`config.mk`:
```
export PLATFORM = sky130hd
export DESIGN_NAME = id_ex_stage
export DESIGN_NICKNAME = d
export VERILOG_FILES = /design/src/rtl/id_ex_stage.sv
export SDC_FILE = /design/constraint.sdc
export NUM_CORES = 1
export LEC_CHECK = 0
export ABC_CLOCK_PERIOD_IN_PS = 7060
export CORE_MARGIN = 2
export CORE_UTILIZATION = 39
export CTS_CLUSTER_SIZE = 10
export DETAILED_ROUTE_END_ITERATION = 7
export GPL_TIMING_DRIVEN = 0
export MAX_ROUTING_LAYER = met4
export PLACE_DENSITY_LB_ADDON = 0.3
export SYNTH_ARGS = -nofsm -noshare
export SYNTH_HDL_FRONTEND = slang
export SYNTH_SLANG_ARGS = --single-unit
```
`constraint.sdc`:
```
create_clock -name clk -period 7.06 [get_ports clk]
set_input_delay 1.412 -clock clk [delete_from_list [all_inputs] [get_ports clk]]
set_output_delay 1.412 -clock clk [all_outputs]
set_load 0.01 [all_outputs]
```
`src/rtl/id_ex_stage.sv`:
```
// ID/EX pipeline register feeding the ALU: captures decoded operands and handles stall/flush.
// Define ID_EX_FWD_EN to build EX/MEM and MEM/WB result forwarding onto the ALU operands.
module id_ex_stage #(
    parameter int Width    = 32,
    parameter int RegAddrW = 5
) (
    input  logic                clk,
    input  logic                rst,
    input  logic                stall,
    input  logic                flush,
    input  logic                id_valid,
    input  logic [Width-1:0]    id_rs_data,
    input  logic [Width-1:0]    id_rt_data,
    input  logic [RegAddrW-1:0] id_rs,
    input  logic [RegAddrW-1:0] id_rt,
    input  logic [RegAddrW-1:0] id_rd,
    input  logic [5:0]          id_funct,
    input  logic                id_regwrite,
    input  logic                exmem_regwrite,
    input  logic [RegAddrW-1:0] exmem_rd,
    input  logic [Width-1:0]    exmem_result,
    input  logic                memwb_regwrite,
    input  logic [RegAddrW-1:0] memwb_rd,
    input  logic [Width-1:0]    memwb_result,
    output logic                ex_valid,
    output logic [Width-1:0]    ex_in1,
    output logic [Width-1:0]    ex_in2,
    output logic [5:0]          ex_aluop,
    output logic [RegAddrW-1:0] ex_rd,
    output logic                ex_regwrite
);

    typedef struct packed {
        logic                valid;
        logic [Width-1:0]    rs_data;
        logic [Width-1:0]    rt_data;
        logic [RegAddrW-1:0] rs;
        logic [RegAddrW-1:0] rt;
        logic [RegAddrW-1:0] rd;
        logic [5:0]          funct;
        logic                regwrite;
    } stage_t;

    stage_t q;
    stage_t d;

    // A bubble is the all-zero stage, which also makes the ALU see 0 op 0.
    always_comb begin
        // NOTE: d gets a default before any branch so no path leaves it unassigned (no latch).
        d = q;
        if (flush) begin
            d = '0;
        end else if (stall) begin
            d = q;
        end else if (!id_valid) begin
            d = '0;
        end else begin
            d.valid    = 1'b1;
            d.rs_data  = id_rs_data;
            d.rt_data  = id_rt_data;
            d.rs       = id_rs;
            d.rt       = id_rt;
            d.rd       = id_rd;
            d.funct    = id_funct;
            d.regwrite = id_regwrite;
        end
    end

    always_ff @(posedge clk or posedge rst) begin
        // NOTE: non-blocking so every stage register samples the same pre-edge values.
        if (rst) begin
            q <= '0;
        end else begin
            q <= d;
        end
    end

    assign ex_valid    = q.valid;
    assign ex_aluop    = q.funct;
    assign ex_rd       = q.rd;
    assign ex_regwrite = q.regwrite & q.valid;

`ifdef ID_EX_FWD_EN
    // Younger producer (EX/MEM) wins; register 0 is hard-wired and never forwarded.
    function automatic logic [Width-1:0] fwd(
        input logic [RegAddrW-1:0] idx,
        input logic [Width-1:0]    held
    );
        logic [Width-1:0] v;
        v = held;
        if (idx != '0) begin
            if (exmem_regwrite && (exmem_rd == idx)) begin
                v = exmem_result;
            end else if (memwb_regwrite && (memwb_rd == idx)) begin
                v = memwb_result;
            end
        end
        return v;
    endfunction

    assign ex_in1 = fwd(q.rs, q.rs_data);
    assign ex_in2 = fwd(q.rt, q.rt_data);
`else
    logic unused_fwd;

    assign ex_in1 = q.rs_data;
    assign ex_in2 = q.rt_data;
    assign unused_fwd = ^{exmem_regwrite, exmem_rd, exmem_result,
                          memwb_regwrite, memwb_rd, memwb_result, q.rs, q.rt};
`endif

endmodule

```
Word level (Yosys, flattened, before mapping). Index checks and enable logic that the tools add are counted.

Logic and storage cells: 11. Output and inout port bits: 77. Flip-flop bits (word level): 77.

Mux-type cells: 3. Bitwise logic cells: 1. Equality and inequality tests: 1.

Operator list (number): 87-bit two-way mux (3); 2-bit by 1-bit != test with 1-bit output, second input constant (1); 1-bit bitwise AND (1).

Longest topological paths before layout. Gate-level depths: netlist (run 1).

Word-level depth: 3. Mapped depth: 5. Depth with buffers taken out: 2.

Least setup slack after synthesis (run 1). OpenSTA, ideal clock, no wires.

Path kind: input port to flip-flop. From: input port id_valid. To: register q (netlist bit ex_aluop[0]). Setup slack: 4827 ps. Setup time: 122 ps. Path buffers: 3. Arrival: 2112 ps. Cell stages on the path: 5. Cell sequence: buf_6 nor2b_4 buf_6 buf_6 a32o_1.

Longest elaborated chain between the ends: 3.

RTL lines: start, declared (line 11) `input logic id_valid,`; 87-bit two-way mux (line 55) `end else if (!id_valid) begin`; 87-bit two-way mux (line 53) `end else if (stall) begin`; 87-bit two-way mux (line 51) `if (flush) begin`; end signal, assigned (line 72) `q <= '0;`; end signal, assigned (line 74) `q <= d;`; end, declared (line 44) `stage_t q;`.

Every way passes these cells. The select of a mux whose other input is x is not followed. A chain may end at the register's enable or synchronous reset.

Final worst setup path (run 1).
From: register q (netlist bit ex_valid). To: output port ex_regwrite.

Longest elaborated chain between the ends: 1.

RTL lines: 1-bit bitwise AND (line 81) `assign ex_regwrite = q.regwrite & q.valid;`; end, declared (line 30) `output logic ex_regwrite`.

Every way passes these cells.

==> out/metrics.cfg, run 1 <==
[layout]
area_growth_pct = 53.1
diodes = 0
drive_gt1_frac = 0.217
stdcell_count = 646
fin_nets = 679

[timing]
tightestPinTransition_ps = 505
fin_crit_sh = 0.394
finClkSkew_ps = 0
hold_viol = 0
setup_viol = 0
final.min_clock_period_ps = 2780
fin_tns_setup_ps = 0
relSlewSlack = 0.663
fmaxAchievable_mhz = 359
final_max_slew_viol_count = 0
rsz0062_at_grt = no

[worst_setup_path]
cp.buffers_inverters = 1
worst_path_max_delay_cell = clkdlybuf4s50_1
cp-end-kind = output port
cpLargestDelayFamily = buffers and inverters
path_depth = 2
critPathRequiredTime_ps = 5650
criticalPathCategory = flip-flop to output port
path_cells = and2_1 -> clkdlybuf4s50_1
path_max_fanout = 3
cp-start-kind = flip-flop
reg2reg_depth = 1
cp.arrival_ps = 1370
max_stage_delay_ps = 530

[clocking]
cts_tree = built
clk_pin_slew_worst_paths_ps = 80
insertion_delay_ps = 340
cts_buffers = 9
cts_resized = 0
postCtsSetupRepairBufs = 0
htree_levels = 3
cts_sinks = 77
root_buffer = clkbuf_8
clockBufferDepth = 2
hold_buffers = 0

[synth]
yosysTopAreaCell = dfrtp_1
ys_seq_elements = 77
synth-edff-count = 0
yosysTopAreaCellShare = 0.518
synth_area_leaders = dfrtp_1 (52%), buf_4 (16%), a32o_1 (9.7%), nand3b_1 (8.1%), a21oi_1 (5.4%)
synth.avg_cell_area_sq_um = 10.8
dominantRegCellSynth = dfrtp_1
syn_area_sq_um = 3720
yosysUniqueCellTypes = 16
synth_cells = 345
synth-async-reset-ratio = 1.00
ys_seq_area_frac = 0.518
yosysWarnings = 0
syn-num-nets = 512

[die]
rows = 35
die-area_sq_um = 10300
core_area_sq_um = 9240
dieWidth_microns = 102
die_h_microns = 102
ios = 244
initial_utilization = 0.403

[detailed_routing]
top_layer = met4
routed_wl_microns = 8950
vias_per_cell = 4.71
met3WireLength_microns = 657
dr.pass1.iters = 4
drt-initial-drc-count = 75
ant_nets = 0
wire_per_inst_microns = 13.8
drc = 0
m1WireLength_microns = 3960
routed-wl-met2_microns = 4250
vias = 3042

[power_and_ir_drop]
total_power_mw = 1.04
p_per_area_nw_per_um2 = 182
vdd_ir_drop_max_mv = 0.0873
p_leak_nw = 2.48

[min_path]
hp-class = flip-flop to flip-flop
hold_depth = 1

[grt]
track_usage = 0.182
antenna_found_initial = 0
grt_pass1_wl_microns = 14600
grt_max_degree = 41
grt-ovfl-total = 0
grt_pass1_vias = 3109

[place]
gp_congestion = 0.782
hpwl_microns = 6590
io_buffer_count = 155
dp_cells = 630

[job]
drv_cap = 0

[status]
outcome = finished, final reports clean

metrics by stage:
step / util / hold WS (ps) / cell area (sq um) / worst slack, ps
5_1_grt: 0.616 / 509 / 5690 / 4190
3_3_place_gp: 0.588 / 474 / 5430 / 2430
3_5_place_dp: 0.590 / 482 / 5460 / 4230
2_1_floorplan: - / 458 / 3720 / 3680
6_report: 0.616 / 493 / 5690 / 4280
4_1_cts: 0.616 / 500 / 5690 / 4240
Yosys cell counts (5+ instances only):
cell type and count:
buf_4 77, dfrtp_1 77, a21oi_1 40, nand2_1 40
nand3b_1 40, a32o_1 36, clkbuf_1 12, buf_2 11
buf_6 5
cells in the final DEF, fill, tap and decap left out:
| cell | n |
|---|---|
| a21oi_1 | 40 |
| a32o_1 | 36 |
| and2_1 | 1 |
| buf_12 | 1 |
| buf_2 | 11 |
| buf_4 | 77 |
| buf_6 | 5 |
| bufinv_16 | 3 |
| clkbuf_1 | 13 |
| clkbuf_8 | 9 |
| clkdlybuf4s50_1 | 155 |
| clkinv_2 | 1 |
| clkinv_4 | 1 |
| clkinvlp_4 | 1 |
| dfrtp_1 | 77 |
| inv_2 | 1 |
| inv_4 | 1 |
| mux2i_1 | 1 |
| nand2_1 | 40 |
| nand3b_1 | 40 |
| nor2_1 | 1 |
| nor2b_1 | 1 |
| nor2b_4 | 1 |
layer usage:
metal / GRT usage / vias up
met4: 0.0468 / 0
li1: - / 1460
met1: 0.234 / 1457
met3: 0.0476 / 10
met5: - / -
met2: 0.287 / 115
final timing paths:
kind                            slack (ps)      from     endpoint
worst max-delay path                  4280  ex_valid  ex_regwrite
worst min-delay path                   490  ex_rd[0]     ex_rd[0]
worst max register to register        6340      q[0]         q[0]
worst min register to register         490  ex_rd[0]     ex_rd[0]
max in group asynchronous             5020       rst   ex_in1[19]
min in group asynchronous             1460       rst  ex_aluop[5]
state kept, by name, summed over array words and instances (netlist names):
signal	cells
ex_in1	32
ex_in2	32
ex_aluop	6
ex_rd	5
ex_valid	1
q	1
power breakdown:
| group | internal [mW] | total (mW) | switching (mW) |
|---|---|---|---|
| Combinational | 0.107 | 0.175 | 0.0673 |
| Sequential | 0.457 | 0.466 | 0.00865 |
| Clock | 0.235 | 0.396 | 0.161 |
| Total | 0.799 | 1.04 | 0.237 |
cell families (layout without fill, tap and decap cells):
logic type,after synthesis,count (layout),synth area share
and+or+nand+nor,84,84,0.129
muxes,1,1,0.00269
AOI/OAI and AO/OA,76,76,0.151
buffers and inverters,107,279,0.199
DFF,77,77,0.518
final cells by class:
type / count / area, sq um
plain buffers: 105 / 734
clock buffers: 10 / 128
clock inverters: 6 / 111
fillers: 787 / 3550
inverters: 2 / 10.0
multi-input cells: 161 / 1050
flip-flops and latches: 77 / 1930
well taps: 129 / 161
repair buffers: 156 / 1570
Note: power is estimated with default switching activity, not from simulation.
==> run 2, diff against run 1 <==
ABC_CLOCK_PERIOD_IN_PS = 2400   (was 7060)
CORE_UTILIZATION = 33   (was 39)
clock period = 2.4 ns   (was 7.06 ns; I/O delays follow)
==> run 2 against run 1 <==
  * Clock power increased to 3.3 times the previous value
  * Final cell count increased by 1.7%
  * Core utilization decreased by 8.9 points
  * Non-clock buffer count unchanged
  * Register-to-register slack got worse by 4700 ps
  * Critical path depth unchanged
  * Combinational power increased to 2.9 times the previous value
  * First-iteration DRC count increased by 91%
  * Critical path type unchanged
  * Critical endpoint unchanged
  * Largest cell class unchanged
==> out/metrics.cfg, run 2 (synthesis gave the netlist of run 1 again) <==
[min_path]
hp-class = primary input to flip-flop
hold_depth = 2  ; +1
hold_end = ex_in1[30]
worstHoldStart = flush

[timing]
fmaxAchievable_mhz = 546
postLayoutSetupSlackWorst_ps = 569  ; -3710 ps
fin_tns_setup_ps = 0  ; unchanged
relSlewSlack = 0.433  ; -0.230
finClkSkew_ps = 0  ; unchanged
whs_ps = 387  ; -106 ps
hold_viol = 0  ; unchanged
final.min_clock_period_ps = 1830
rsz0062_at_grt = no
setup_viol = 0  ; unchanged
tightestPinTransition_ps = 848  ; +343 ps
final_max_slew_viol_count = 0  ; unchanged
fin_crit_sh = 0.763

[clocking]
root_buffer = clkbuf_16
cts_resized = 0  ; unchanged
cts_buffers = 9  ; unchanged
insertion_delay_ps = 330  ; about the same
cts_sinks = 77  ; unchanged
hold_buffers = 0  ; unchanged
clk_pin_slew_worst_paths_ps = 60  ; -20 ps
cts_tree = built
htree_levels = 3  ; unchanged
postCtsSetupRepairBufs = 0  ; unchanged
clockBufferDepth = 2  ; unchanged

[worst_setup_path]
reg2reg_to = ex_in1[28]
reg2reg_depth = 1  ; unchanged
cp-end-kind = output port
cp-start-kind = flip-flop
criticalPathCategory = flip-flop to output port
r2r-start = ex_in1[28]
path_max_fanout = 3  ; unchanged
cp.arrival_ps = 1350  ; -20 ps
reg2reg_setup_slack_ps = 1680  ; -4660 ps
critPathRequiredTime_ps = 1920  ; -3730 ps

[detailed_routing]
drc = 0  ; unchanged
wire_per_inst_microns = 14.0  ; +1.0%
vias = 3066  ; +0.79%
routed_wl_microns = 9190  ; +2.7%
dr.pass1.iters = 4  ; unchanged
ant_nets = 0  ; unchanged
drt-initial-drc-count = 143  ; +91%
vias_per_cell = 4.67  ; -0.90%

[grt]
grt_pass1_wl_microns = 14200  ; -2.3%
antenna_found_initial = 0  ; unchanged
grt_pass1_vias = 3022  ; -2.8%
grt_max_degree = 41  ; unchanged
use_met3 = 0.0406  ; -0.00705
grt_use_met1 = 0.189  ; -0.0446
use_met2 = 0.250  ; -0.0377
grt-ovfl-total = 0  ; unchanged
track_usage = 0.155  ; -0.0276
busiest_layer = met2

[power_and_ir_drop]
vdd_ir_drop_max_mv = 0.276  ; +220%
p_per_area_nw_per_um2 = 556  ; +210%
p_leak_nw = 2.49  ; +0.45%
total_power_mw = 3.21  ; +210%

[die]
initial_utilization = 0.340  ; -0.0624
ios = 244  ; unchanged
die-area_sq_um = 12100  ; +17%
core_area_sq_um = 10900  ; +18%
dieWidth_microns = 110  ; +8.4%
rows = 38  ; +8.6%
die_h_microns = 110  ; +8.4%

[place]
gp_congestion = 0.725  ; -7.2%
hpwl_microns = 6850  ; +4.0%
dp_slack_ps = 461  ; -3770 ps
io_buffer_count = 155  ; unchanged

[layout]
fillers = 1023  ; +30%
finish.utilization = 0.527  ; -0.0891
area_growth_pct = 55.0
diodes = 0  ; unchanged
fin_nets = 679  ; unchanged
final_common_cell = clkdlybuf4s50_1
drive_gt1_frac = 0.215  ; -0.00193
mostFrequentLayoutCells = clkdlybuf4s50_1 (155), buf_4 (77), dfrtp_1 (77)

[job]
drv_cap = 0  ; unchanged

[status]
outcome = finished, final reports clean

[run 2: worst max path at each step]
stage | slack, ps | end | cells after the start | start
after floorplan | 1050 | ex_aluop[0] | 1 | rst
after global placement | 120 | ex_in1[23] | 2 | rst
after detailed placement | 460 | ex_in1[28] | 5 | stall
after CTS | 530 | ex_regwrite | 2 | ex_valid
after global routing | 490 | ex_regwrite | 2 | ex_valid
final | 570 | ex_regwrite | 2 | ex_valid
[run 2: through the flow]
step                cell area [sq um]  instances
detailed placement               5470        641
CTS                              5760        657
global route                     5760        657
floorplan                        3720        345
finish                           5760        657
global placement                 5450        640
[run 2: power breakdown]
| part | switching (mW) | total [mW] | internal [mW] |
|---|---|---|---|
| clock | 0.512 | 1.32 | 0.807 |
| combinational | 0.198 | 0.514 | 0.316 |
| sequential | 0.0258 | 1.37 | 1.35 |
[run 2: layer usage]
metal	routed length, microns	part of all wire
met1	3940	0.43
met2	4440	0.48
met3	736	0.080
met4	73	0.0079
met5	0	0
[run 2: area by class of cell]
cell class,instances,area (sq um),share of cell area
buffer,105,734,0.127
clock buffer,11,233,0.0404
clock inverter,5,61.3,0.0106
inverter,2,11.3,0.00195
multi-input combinational,161,1050,0.182
sequential,77,1930,0.334
tap,140,175,0.0304
timing repair buffer,156,1570,0.273
[run 2: critical path, stage by stage, from the launching register on]
cell,delay (ps)
dfrtp_1,370
and2_1,130
clkdlybuf4s50_1,530
==> run 3, diff against run 2 <==
ABC_CLOCK_PERIOD_IN_PS = 1600   (was 2400)
clock period = 1.6 ns   (was 2.4 ns; I/O delays follow)
==> run 3 against run 2 <==
  * First-iteration DRC count up 4.9%
  * Critical endpoint is now ex_valid
  * Sequential power up 50%
  * Global-route usage up 0.17 points
  * Cell area down 1.5%
  * Largest cell class unchanged
==> out/metrics.cfg, run 3 (synthesis gave the netlist of run 1 again) <==
[detailed_routing]
routed_wl_microns = 9200  ; +0.11%
vias = 3058  ; -0.26%
ant_nets = 0  ; unchanged
drc = 0  ; unchanged
vias_per_cell = 4.65  ; -0.41%
wire_per_inst_microns = 14.0  ; about the same
drt-initial-drc-count = 150  ; +4.9%
dr.pass1.iters = 4  ; unchanged

[clocking]
root_buffer = clkbuf_16
clk_pin_slew_worst_paths_ps = 60  ; about the same
cts_buffers = 9  ; unchanged
cts_sinks = 77  ; unchanged
cts_tree = built
insertion_delay_ps = 330  ; about the same
htree_levels = 3  ; unchanged
hold_buffers = 0  ; unchanged
clockBufferDepth = 2  ; unchanged

[layout]
diodes = 0  ; unchanged
area_growth_pct = 52.6
mostFrequentLayoutCells = clkdlybuf4s50_1 (79), buf_4 (78), dfrtp_1 (77)
fin_area_sq_um = 5680  ; -1.5%
final_common_cell = clkdlybuf4s50_1
fillers = 1043  ; +2.0%
fin_nets = 680  ; +0.15%
drive_gt1_frac = 0.216  ; +0.00152
finish.utilization = 0.519  ; -0.00801

[grt]
antenna_found_initial = 0  ; unchanged
grt_pass1_wl_microns = 14400  ; +1.1%
grt-ovfl-total = 0  ; unchanged
grt_max_degree = 41  ; unchanged
grt_pass1_vias = 3071  ; +1.6%
track_usage = 0.156  ; +0.00167

[die]
rows = 38  ; unchanged
dieWidth_microns = 110  ; unchanged
core_area_sq_um = 10900  ; unchanged
die-area_sq_um = 12100  ; unchanged
initial_utilization = 0.340  ; unchanged
die_h_microns = 110  ; unchanged
ios = 244  ; unchanged

[worst_setup_path]
criticalPathCategory = flip-flop to output port
r2r-start = ex_valid
path_cells = clkdlybuf4s50_1
cp.buffers_inverters = 1  ; unchanged
reg2reg_depth = 3  ; +2
reg2reg_setup_slack_ps = 780  ; -900 ps
path_max_fanout = 3  ; unchanged
reg2reg_to = ex_valid
cpLargestDelayFamily = buffers and inverters
critPathRequiredTime_ps = 1280  ; -640 ps
cp-end-kind = output port
path_depth = 1  ; -1
cp-start-kind = flip-flop
max_stage_delay_ps = 540  ; about the same
cp.arrival_ps = 1230  ; -120 ps
worst_path_max_delay_cell = clkdlybuf4s50_1

[timing]
rsz0062_at_grt = no
tightestPinTransition_ps = 852  ; +4.04 ps
finClkSkew_ps = 0  ; unchanged
fin_crit_sh = 0.968
hold_viol = 0  ; unchanged
whs_ps = 227  ; -160 ps
final.min_clock_period_ps = 1550
final_max_slew_viol_count = 0  ; unchanged
relSlewSlack = 0.431  ; -0.00270
setup_viol = 0  ; unchanged
fin_tns_setup_ps = 0  ; unchanged
fmaxAchievable_mhz = 646
postLayoutSetupSlackWorst_ps = 51.3  ; -518 ps

[min_path]
hp-class = primary input to flip-flop
hold_end = ex_in1[30]
worstHoldStart = flush
hold_depth = 2  ; unchanged

[power_and_ir_drop]
p_leak_nw = 2.83  ; +13%
vdd_ir_drop_max_mv = 0.415  ; +50%
p_per_area_nw_per_um2 = 838  ; +51%

[job]
drv_cap = 0  ; unchanged

[place]
place_area_sq_um = 5470  ; unchanged
io_buffer_count = 155  ; unchanged
gp_congestion = 0.725  ; unchanged
hpwl_microns = 6850  ; unchanged
dp_slack_ps = -179  ; -640 ps

[status]
outcome = finished, final reports clean

[run 3: what timing repair did]
action	in CTS	in global routing
setup endpoints to repair	76	0
resized for setup	76	0
setup buffers	1	0
[run 3: per-stage QoR]
| step | power (mW) | cells |
|---|---|---|
| final | 4.76 | 658 |
| after global routing | 4.98 | 658 |
| after CTS | 4.83 | 658 |
| after detailed placement | 2.88 | 641 |
| after global placement | 2.86 | 640 |
| after floorplan | 2.45 | 345 |
[run 3: cell type report]
type	instances	area, sq um	area share
clock buffer	11	233	0.0410
tap	140	175	0.0309
clock inverter	5	61.3	0.0108
buffer	105	734	0.129
sequential	77	1930	0.339
timing repair buffer	157	1480	0.261
inverter	2	11.3	0.00198
multi-input combinational	161	1050	0.185
[run 3: layer usage]
metal,vias up,routed length [microns],global-route usage
met2,124,4440,0.255
met5,-,0,-
met3,10,783,0.0406
li1,1470,-,-
met4,0,73,0.0509
met1,1454,3900,0.190
[run 3: worst max-delay path by stage]
stage,slack [ps],endpoint,start
after floorplan,410,ex_aluop[0],rst
after CTS,20,ex_valid,ex_valid
after detailed placement,-180,ex_in1[28],stall
after global routing,3,ex_valid,ex_valid
after global placement,-520,ex_in1[23],rst
final,50,ex_valid,ex_valid
[run 3: power by group]
part	switching, mW	total [mW]	leakage, nW	internal [mW]
registers	0.0387	2.06	1.05	2.02
logic	0.295	0.721	1.65	0.425
clock network	0.768	1.98	0.132	1.21
